==> config.mk <==
export PLATFORM = sky130hd
export DESIGN_NAME = timer_dev
export DESIGN_NICKNAME = d
export VERILOG_FILES = /design/src/rtl/timer_dev.sv
export SDC_FILE = /design/constraint.sdc
export NUM_CORES = 1
export LEC_CHECK = 0
export ABC_AREA = 1
export BUFFER_PORTS_ARGS = -buffer_cell sky130_fd_sc_hd__buf_2
export CAP_MARGIN = 10
export CORE_ASPECT_RATIO = 0.8
export CORE_MARGIN = 2
export CORE_UTILIZATION = 60
export DETAILED_ROUTE_END_ITERATION = 10
export GPL_ROUTABILITY_DRIVEN = 0
export PLACE_DENSITY = 0.85
export SLEW_MARGIN = 20
export SYNTH_ARGS = -nofsm -noshare
export SYNTH_HDL_FRONTEND = slang
export SYNTH_SLANG_ARGS = --single-unit
==> constraint.sdc <==
create_clock -name clk -period 2.5 [get_ports clk]
set_input_delay 0.25 -clock clk [delete_from_list [all_inputs] [get_ports clk]]
set_output_delay 0.25 -clock clk [all_outputs]
set_load 0.03 [all_outputs]
==> src/rtl/timer_dev.sv <==
// rtl/timer_dev.sv - memory-mapped countdown timer with maskable level interrupt
module timer_dev #(
    parameter int BASE_W = 2
) (
    input  logic              clk,
    input  logic              reset,
    input  logic [BASE_W-1:0] Addr,
    input  logic              We,
    input  logic [31:0]       Din,
    output logic [31:0]       Dout,
    output logic              IRQ
);

    localparam logic [BASE_W-1:0] A_CTRL   = BASE_W'(0);
    localparam logic [BASE_W-1:0] A_PRESET = BASE_W'(1);
    localparam logic [BASE_W-1:0] A_COUNT  = BASE_W'(2);

    typedef enum logic [1:0] {
        S_IDLE = 2'd0,
        S_LOAD = 2'd1,
        S_CNT  = 2'd2,
        S_INT  = 2'd3
    } state_t;

    state_t      state_q, state_d;
    logic [3:0]  ctrl_q, ctrl_d;      // {IM, MODE[1:0], EN}
    logic [31:0] preset_q, preset_d;
    logic [31:0] count_q, count_d;
    logic        pend_q, pend_d;

    logic en;
    logic auto_reload;
    logic wr_ctrl;
    logic wr_preset;
    logic pend_set;
    logic pend_clr;

    assign en          = ctrl_q[0];
    assign auto_reload = (ctrl_q[2:1] == 2'b01);
    assign wr_ctrl     = We && (Addr == A_CTRL);
    assign wr_preset   = We && (Addr == A_PRESET);

    // Register state; reset wins over every other input on the same edge
    always_ff @(posedge clk) begin
        if (reset) begin
            state_q  <= S_IDLE;
            ctrl_q   <= 4'd0;
            preset_q <= 32'd0;
            count_q  <= 32'd0;
            pend_q   <= 1'b0;
        end else begin
            state_q  <= state_d;
            ctrl_q   <= ctrl_d;
            preset_q <= preset_d;
            count_q  <= count_d;
            pend_q   <= pend_d;
        end
    end

    // Next-state logic: FSM first, then CPU writes so they override hardware updates of CTRL
    always_comb begin
        state_d  = state_q;
        ctrl_d   = ctrl_q;
        preset_d = preset_q;
        count_d  = count_q;
        pend_set = 1'b0;
        pend_clr = 1'b0;

        case (state_q)
            S_IDLE: begin
                if (en) begin
                    state_d = S_LOAD;
                end
            end
            S_LOAD: begin
                count_d = preset_q;
                state_d = S_CNT;
            end
            S_CNT: begin
                if (!en) begin
                    state_d = S_IDLE;
                end else if (count_q > 32'd1) begin
                    count_d = count_q - 32'd1;
                end else begin
                    // PRESET of 0 lands here too, so it behaves like 1
                    count_d  = 32'd0;
                    pend_set = 1'b1;
                    state_d  = S_INT;
                end
            end
            S_INT: begin
                if (auto_reload) begin
                    pend_clr = 1'b1;
                    state_d  = S_LOAD;
                end else begin
                    ctrl_d[0] = 1'b0;
                    state_d   = S_IDLE;
                end
            end
            default: begin
                state_d = S_IDLE;
            end
        endcase

        if (wr_ctrl) begin
            ctrl_d   = Din[3:0];
            pend_clr = 1'b1;
        end
        if (wr_preset) begin
            preset_d = Din;
            pend_clr = 1'b1;
        end

        // A set on the same edge as a clear leaves the interrupt pending
        if (pend_set) begin
            pend_d = 1'b1;
        end else if (pend_clr) begin
            pend_d = 1'b0;
        end else begin
            pend_d = pend_q;
        end
    end

    // Read mux straight from the registers, no latency
    always_comb begin
        case (Addr)
            A_CTRL:   Dout = {28'd0, ctrl_q};
            A_PRESET: Dout = preset_q;
            A_COUNT:  Dout = count_q;
            default:  Dout = 32'd0;
        endcase
    end

    assign IRQ = pend_q & ctrl_q[3];

endmodule

* After elaboration in Yosys (flattened, before gate mapping)
Index checks and enable logic that the tools add are counted.
Widths: inputs -> output; s select.
** Storage, ports and cells
- Output and inout port bits :: 33
- Bits in registers :: 71
** Cells by class
- Add/subtract/negate cells :: 1
- Equality and inequality tests :: 10
- Multiplexer cells :: 21
- Order comparisons :: 1
- Bitwise operators :: 1
- Reductions and logical operators :: 10
** Operators by type and width (count)
- $pmux 32 s3 :: 1
- $mux 32 :: 2
- $pmux 32 s2 :: 1
- $gt 32x1->1 const B :: 1
- $sub 32x1->32 const B :: 1
- $mux 1 :: 13
- $pmux 2 s4 :: 1
- $eq 2x1->1 const B :: 3
- $eq 2x2->1 const B :: 3
- $mux 2 :: 3
- $reduce_and 2->1 :: 3
- $reduce_bool 2->1 :: 3
- $logic_not 2->1 :: 2
- $ne 2x2->1 const B :: 2
- $ne 3x3->1 const B :: 1
- $logic_and 1x1->1 :: 2
- $ne 2x1->1 const B :: 1
- $and 1x1->1 :: 1

* Depth between registers and ports, before layout
- Word-level depth :: 7
- Gate-level depth with buffers :: 11
- Mapped depth without buffers :: 11

* Worst setup path before layout
OpenSTA, ideal clock, no wires.
- Path type :: input to output
- Start :: input port Addr[0]
- End :: output port Dout[13]
- Slack :: 838 ps
- Required time :: 2250 ps
- Path buffers :: 2
- Data arrival time :: 1412 ps
- Cell stages on the path :: 6
- Cell sequence :: inv_1 > nor2_2 > inv_1 > buf_2 > buf_1 > o22ai_1
** On the way
- Word-level cells in the longest chain between the ends :: 2
** RTL lines
- start: declaration :: RTL line 7 : input logic [BASE_W-1:0] Addr,
- $eq 2x2->1, or another cell as far along :: RTL line 126 : case (Addr)
- $pmux 32 s3 * :: RTL line 126
- end: declaration :: RTL line 10 : output logic [31:0] Dout,
Every way passes the cells marked *; elsewhere a longest branch is shown, timed or not.

* Final worst setup path
- Start :: input port Addr[0]
- End :: output port Dout[14]
The elaborated chain is that of the path after synthesis.

==> flow_results.org <==
** Floorplan
- The die covers between 7000 and 8000 sq um.
- Ports :: 70
- Starting density of the core :: roughly 63%
- The region available for standard cell placement spans approximately 6500 sq um.
- From bottom edge to top edge, the die measures between 70 and 80 microns.
- Total number of placement rows :: 26
- Horizontal die dimension :: 96.1 microns

** Global route
- Antenna violations before repair :: 0
- Number of global-route vias before repair :: approximately 4.0k
- Global routing used between 30% and 40% of the available tracks across all layers.
- Entering global routing, the biggest net connects 38 pins.
- Wire length of the first global-routing pass :: about 19000 microns
- The total overflow left after global routing is 0.

** Run
- # Max-Cap Violations :: 0

** Synth
- Synthesis produced a netlist whose cell count is between 600 and 700.
- Xor and xnor fraction of the mapped netlist area :: 1.07%
- Share of synthesized area occupied by flip-flops and latches :: between 30% and 40%
- Area of the mapped netlist :: around 4100 sq um
- Synthesized area divided by synthesized cell count :: approximately 6.5 sq um
- Multiplexer cells account for 0% of the synthesized area.
- Simple-gate portion of the synthesized area :: around a quarter
- Yosys Warn Count :: 0
- Post-synth cell types :: 28
- After synthesis, the largest family of logic cells by area is compound AO/OA/AOI/OAI gates.
- Synthesis produced a netlist with a net count of between 600 and 700.
- Adder and majority gate portion of the synthesized area :: less than 1%
- The synthesized design contains 71 register bits.
- The synthesized netlist devotes around 28% of its cell area to compound gates.

** Drt
- Vias :: 4505
- Number of routed nets with antenna violations :: 0
- DRC viols :: 0
- Starting DRC count in detailed routing :: between 400 and 500
- Overall routed net length :: between 10000 and 15000 microns
- Using the TritonRoute via totals, the vias-per-cell ratio works out to between 5 and 6.
- Avg WL per Cell :: roughly 15 microns
- The first detailed-routing pass took 6 iterations.

** Worst setup path
- The number of cells on the worst reg-to-reg path is 9.
- For the worst setup path, the data required time is approximately 2.3 ns.
- Category of the most critical setup path :: in -> out
- The worst register-to-register path ends at count_q[7].
- The worst setup path is captured at an output port.
- The worst setup path is launched from an input port.
- Register-to-register setup slack :: roughly 0.60 ns
- The worst register-to-register path begins at count_q[0].
- Of all nets on the critical path, the largest fanout is 16.
- For the worst setup path, the data arrival time is approximately 1.7 ns.

** Placement
- Timing analysis after detailed placement gives a worst setup slack of about 0.59 ns.
- The HPWL after detailed placement is roughly 8000 microns.
- Number of buffers added on ports :: ~70

** Clock tree
- TritonCTS built the clock tree.
- The clock tree synthesis step divided the H-tree into 3 levels.
- Number of buffers on the longest clock path :: 2
- TritonCTS sink count :: 71
- # resized after CTS :: 0
- Clock latency of the later-clocked register in the worst-skew pair :: about 0.35 ns
- After clock tree synthesis, the clock-pin slew on the worst setup and hold paths is around 0.08 ns.
- The number of hold buffers added after CTS was 0.
- Clock tree synthesis inserted a total of 9 buffers.
- CTS root buffer :: sky130_fd_sc_hd__clkbuf_8
- Post-CTS setup-driven buffer insertion count :: 0

** Hold path
- The path with the worst hold slack has its endpoint at pend_q.
- Hold path startpoint :: reset
- In this run the worst hold path is classified as in -> reg.
- Counting instances, the worst hold path has a depth of 2.

** Pwr
- Cell Pwr Density :: about 730 nW/um^2
- The completed layout was analyzed and its total power is ~0.0034 W.
- Largest voltage drop on the vdd net :: 358 uV
- Static Leakage :: ~2 nW

** Finish
- Relative area change from synthesis to final layout :: 13.6%
- Fraction of layout instances using a drive strength above 1 :: a little under a fifth
- NumNets Final :: approximately 700
- Antenna Cells :: 0

** Timing
- Setup repair after global routing left no endpoint under its margin.
- Slew @ Worst Pin :: 0.840 ns
- Summed over all failing endpoints, the final setup total negative slack is 0 ns.
- The worst path in the final design needs a cycle of 1.99 ns, including I/O delays and setup.
- Final Cycle Share :: 79.5%
- Count of endpoints failing setup in the final report :: 0
- Derived from the worst setup path, the maximum achievable clock frequency is 503 MHz.
- Measured against its own limit, the worst slew margin works out to ~44%.
- Count of final hold-check violations :: 0
- Hold timing on the final database bottoms out at a slack of about 0.16 ns.
- Layout Skew :: ~0.010 ns
- Fin worst setup slack :: between 0.5 and 0.6 ns
- The number of slew-limit violations in the final report was 0.

** Outcome
- Run status :: complete, no violations
## Yosys cell counts
library cell               number  share of area [%]
sky130_fd_sc_hd__buf_6          3               0.83
sky130_fd_sc_hd__clkbuf_1      21                1.9
sky130_fd_sc_hd__o21ai_0      109                 13
sky130_fd_sc_hd__nor2_2         8                1.2
sky130_fd_sc_hd__nor2_8         1               0.49
sky130_fd_sc_hd__a21oi_1       68                8.4
sky130_fd_sc_hd__nand4_1        3               0.46
sky130_fd_sc_hd__nand3_2        8                2.0
sky130_fd_sc_hd__nor2_1        66                6.1
sky130_fd_sc_hd__buf_2          3               0.37
sky130_fd_sc_hd__o22ai_1       28                4.3
sky130_fd_sc_hd__a21oi_2        3               0.65
sky130_fd_sc_hd__buf_1          4               0.37
sky130_fd_sc_hd__nor3_1         4               0.49
sky130_fd_sc_hd__nand2_2        6               0.92
sky130_fd_sc_hd__o221ai_1       4               0.86
sky130_fd_sc_hd__dfxtp_1       71                 35
sky130_fd_sc_hd__nand2_1       92                8.5
sky130_fd_sc_hd__nand2_4        1               0.28
sky130_fd_sc_hd__o21ai_2        2               0.43
sky130_fd_sc_hd__inv_2          2               0.18
sky130_fd_sc_hd__nor2_4         3               0.83
sky130_fd_sc_hd__o21ai_1        1               0.12
sky130_fd_sc_hd__a311oi_1       1               0.22
sky130_fd_sc_hd__ha_1           2               0.61
sky130_fd_sc_hd__xor2_1         5                1.1
sky130_fd_sc_hd__nand3_1       23                2.8
sky130_fd_sc_hd__inv_1         80                7.4
## final cells by class
class | count | area, sq um
Clock buffer | 14 | 183
Fill cell | 573 | 1850
Inverter | 82 | 308
Multi-Input combinational cell | 438 | 2200
Sequential cell | 71 | 1420
Tap cell | 84 | 105
Timing Repair Buffer | 77 | 405
## routing by layer
layer	GRT usage [%]	wire (microns)
met4	10.0	235
met1	41.7	4650
met5	0	0
met2	51.3	5330
met3	8.16	1230
## per-stage QoR
step                      area (sq um)  std cells  util, %
after global routing              4630        766     71.5
after CTS                         4630        766     71.5
after detailed placement          4440        752     68.7
final                             4630        766     71.5
after global placement            4440        752     68.7
after floorplan                   4070        622        -
## kinds of logic after synthesis
logic type,Yosys count
XOR/XNOR,5
flip-flops,71
buffers and inverters,113
AND/OR/NAND/NOR,215
adder cells (fa/ha/maj),2
AO/OA/AOI/OAI,216
## worst max-delay path by stage
stage / start / to / slack (ns)
floorplan: Addr[0] / Dout[13] / 0.84
global placement: Addr[1] / Dout[25] / 0.59
detailed placement: Addr[0] / Dout[25] / 0.59
CTS: Addr[0] / Dout[25] / 0.58
global route: count_q[0] / count_q[25] / 0.41
finish: Addr[0] / Dout[14] / 0.51
## flip-flops by register name (all words and copies together) (netlist names)
signal,flops
count_q,32
pend_q,1
ctrl_q,4
state_q,2
preset_q,32
## power by group
group          internal [W]  switching [W]  total (W)
Clock              0.000459       0.000417   0.000876
Sequential          0.00121      0.0000763    0.00128
Combinational      0.000364       0.000863    0.00123
## layout by cell type (no fill, tap or decap), types with 4 or more instances in the layout
| cell type | count |
|---|---|
| sky130_fd_sc_hd__nand2_2 | 7 |
| sky130_fd_sc_hd__nand3_2 | 8 |
| sky130_fd_sc_hd__a21oi_1 | 68 |
| sky130_fd_sc_hd__dfxtp_1 | 71 |
| sky130_fd_sc_hd__nor2_1 | 66 |
| sky130_fd_sc_hd__xor2_1 | 5 |
| sky130_fd_sc_hd__inv_1 | 80 |
| sky130_fd_sc_hd__o221ai_1 | 4 |
| sky130_fd_sc_hd__nor2_2 | 8 |
| sky130_fd_sc_hd__nand2_1 | 91 |
| sky130_fd_sc_hd__o21ai_0 | 109 |
| sky130_fd_sc_hd__buf_4 | 8 |
| sky130_fd_sc_hd__nor3_1 | 4 |
| sky130_fd_sc_hd__buf_2 | 69 |
| sky130_fd_sc_hd__o22ai_1 | 28 |
| sky130_fd_sc_hd__clkbuf_8 | 13 |
| sky130_fd_sc_hd__nand3_1 | 23 |
## critical path: stages
cell,delay [ns]
sky130_fd_sc_hd__buf_2,0.09
sky130_fd_sc_hd__inv_1,0.05
sky130_fd_sc_hd__nor2_2,0.28
sky130_fd_sc_hd__inv_1,0.35
sky130_fd_sc_hd__buf_4,0.32
sky130_fd_sc_hd__o22ai_1,0.16
sky130_fd_sc_hd__buf_2,0.23
(Power assumes the default switching activity.)
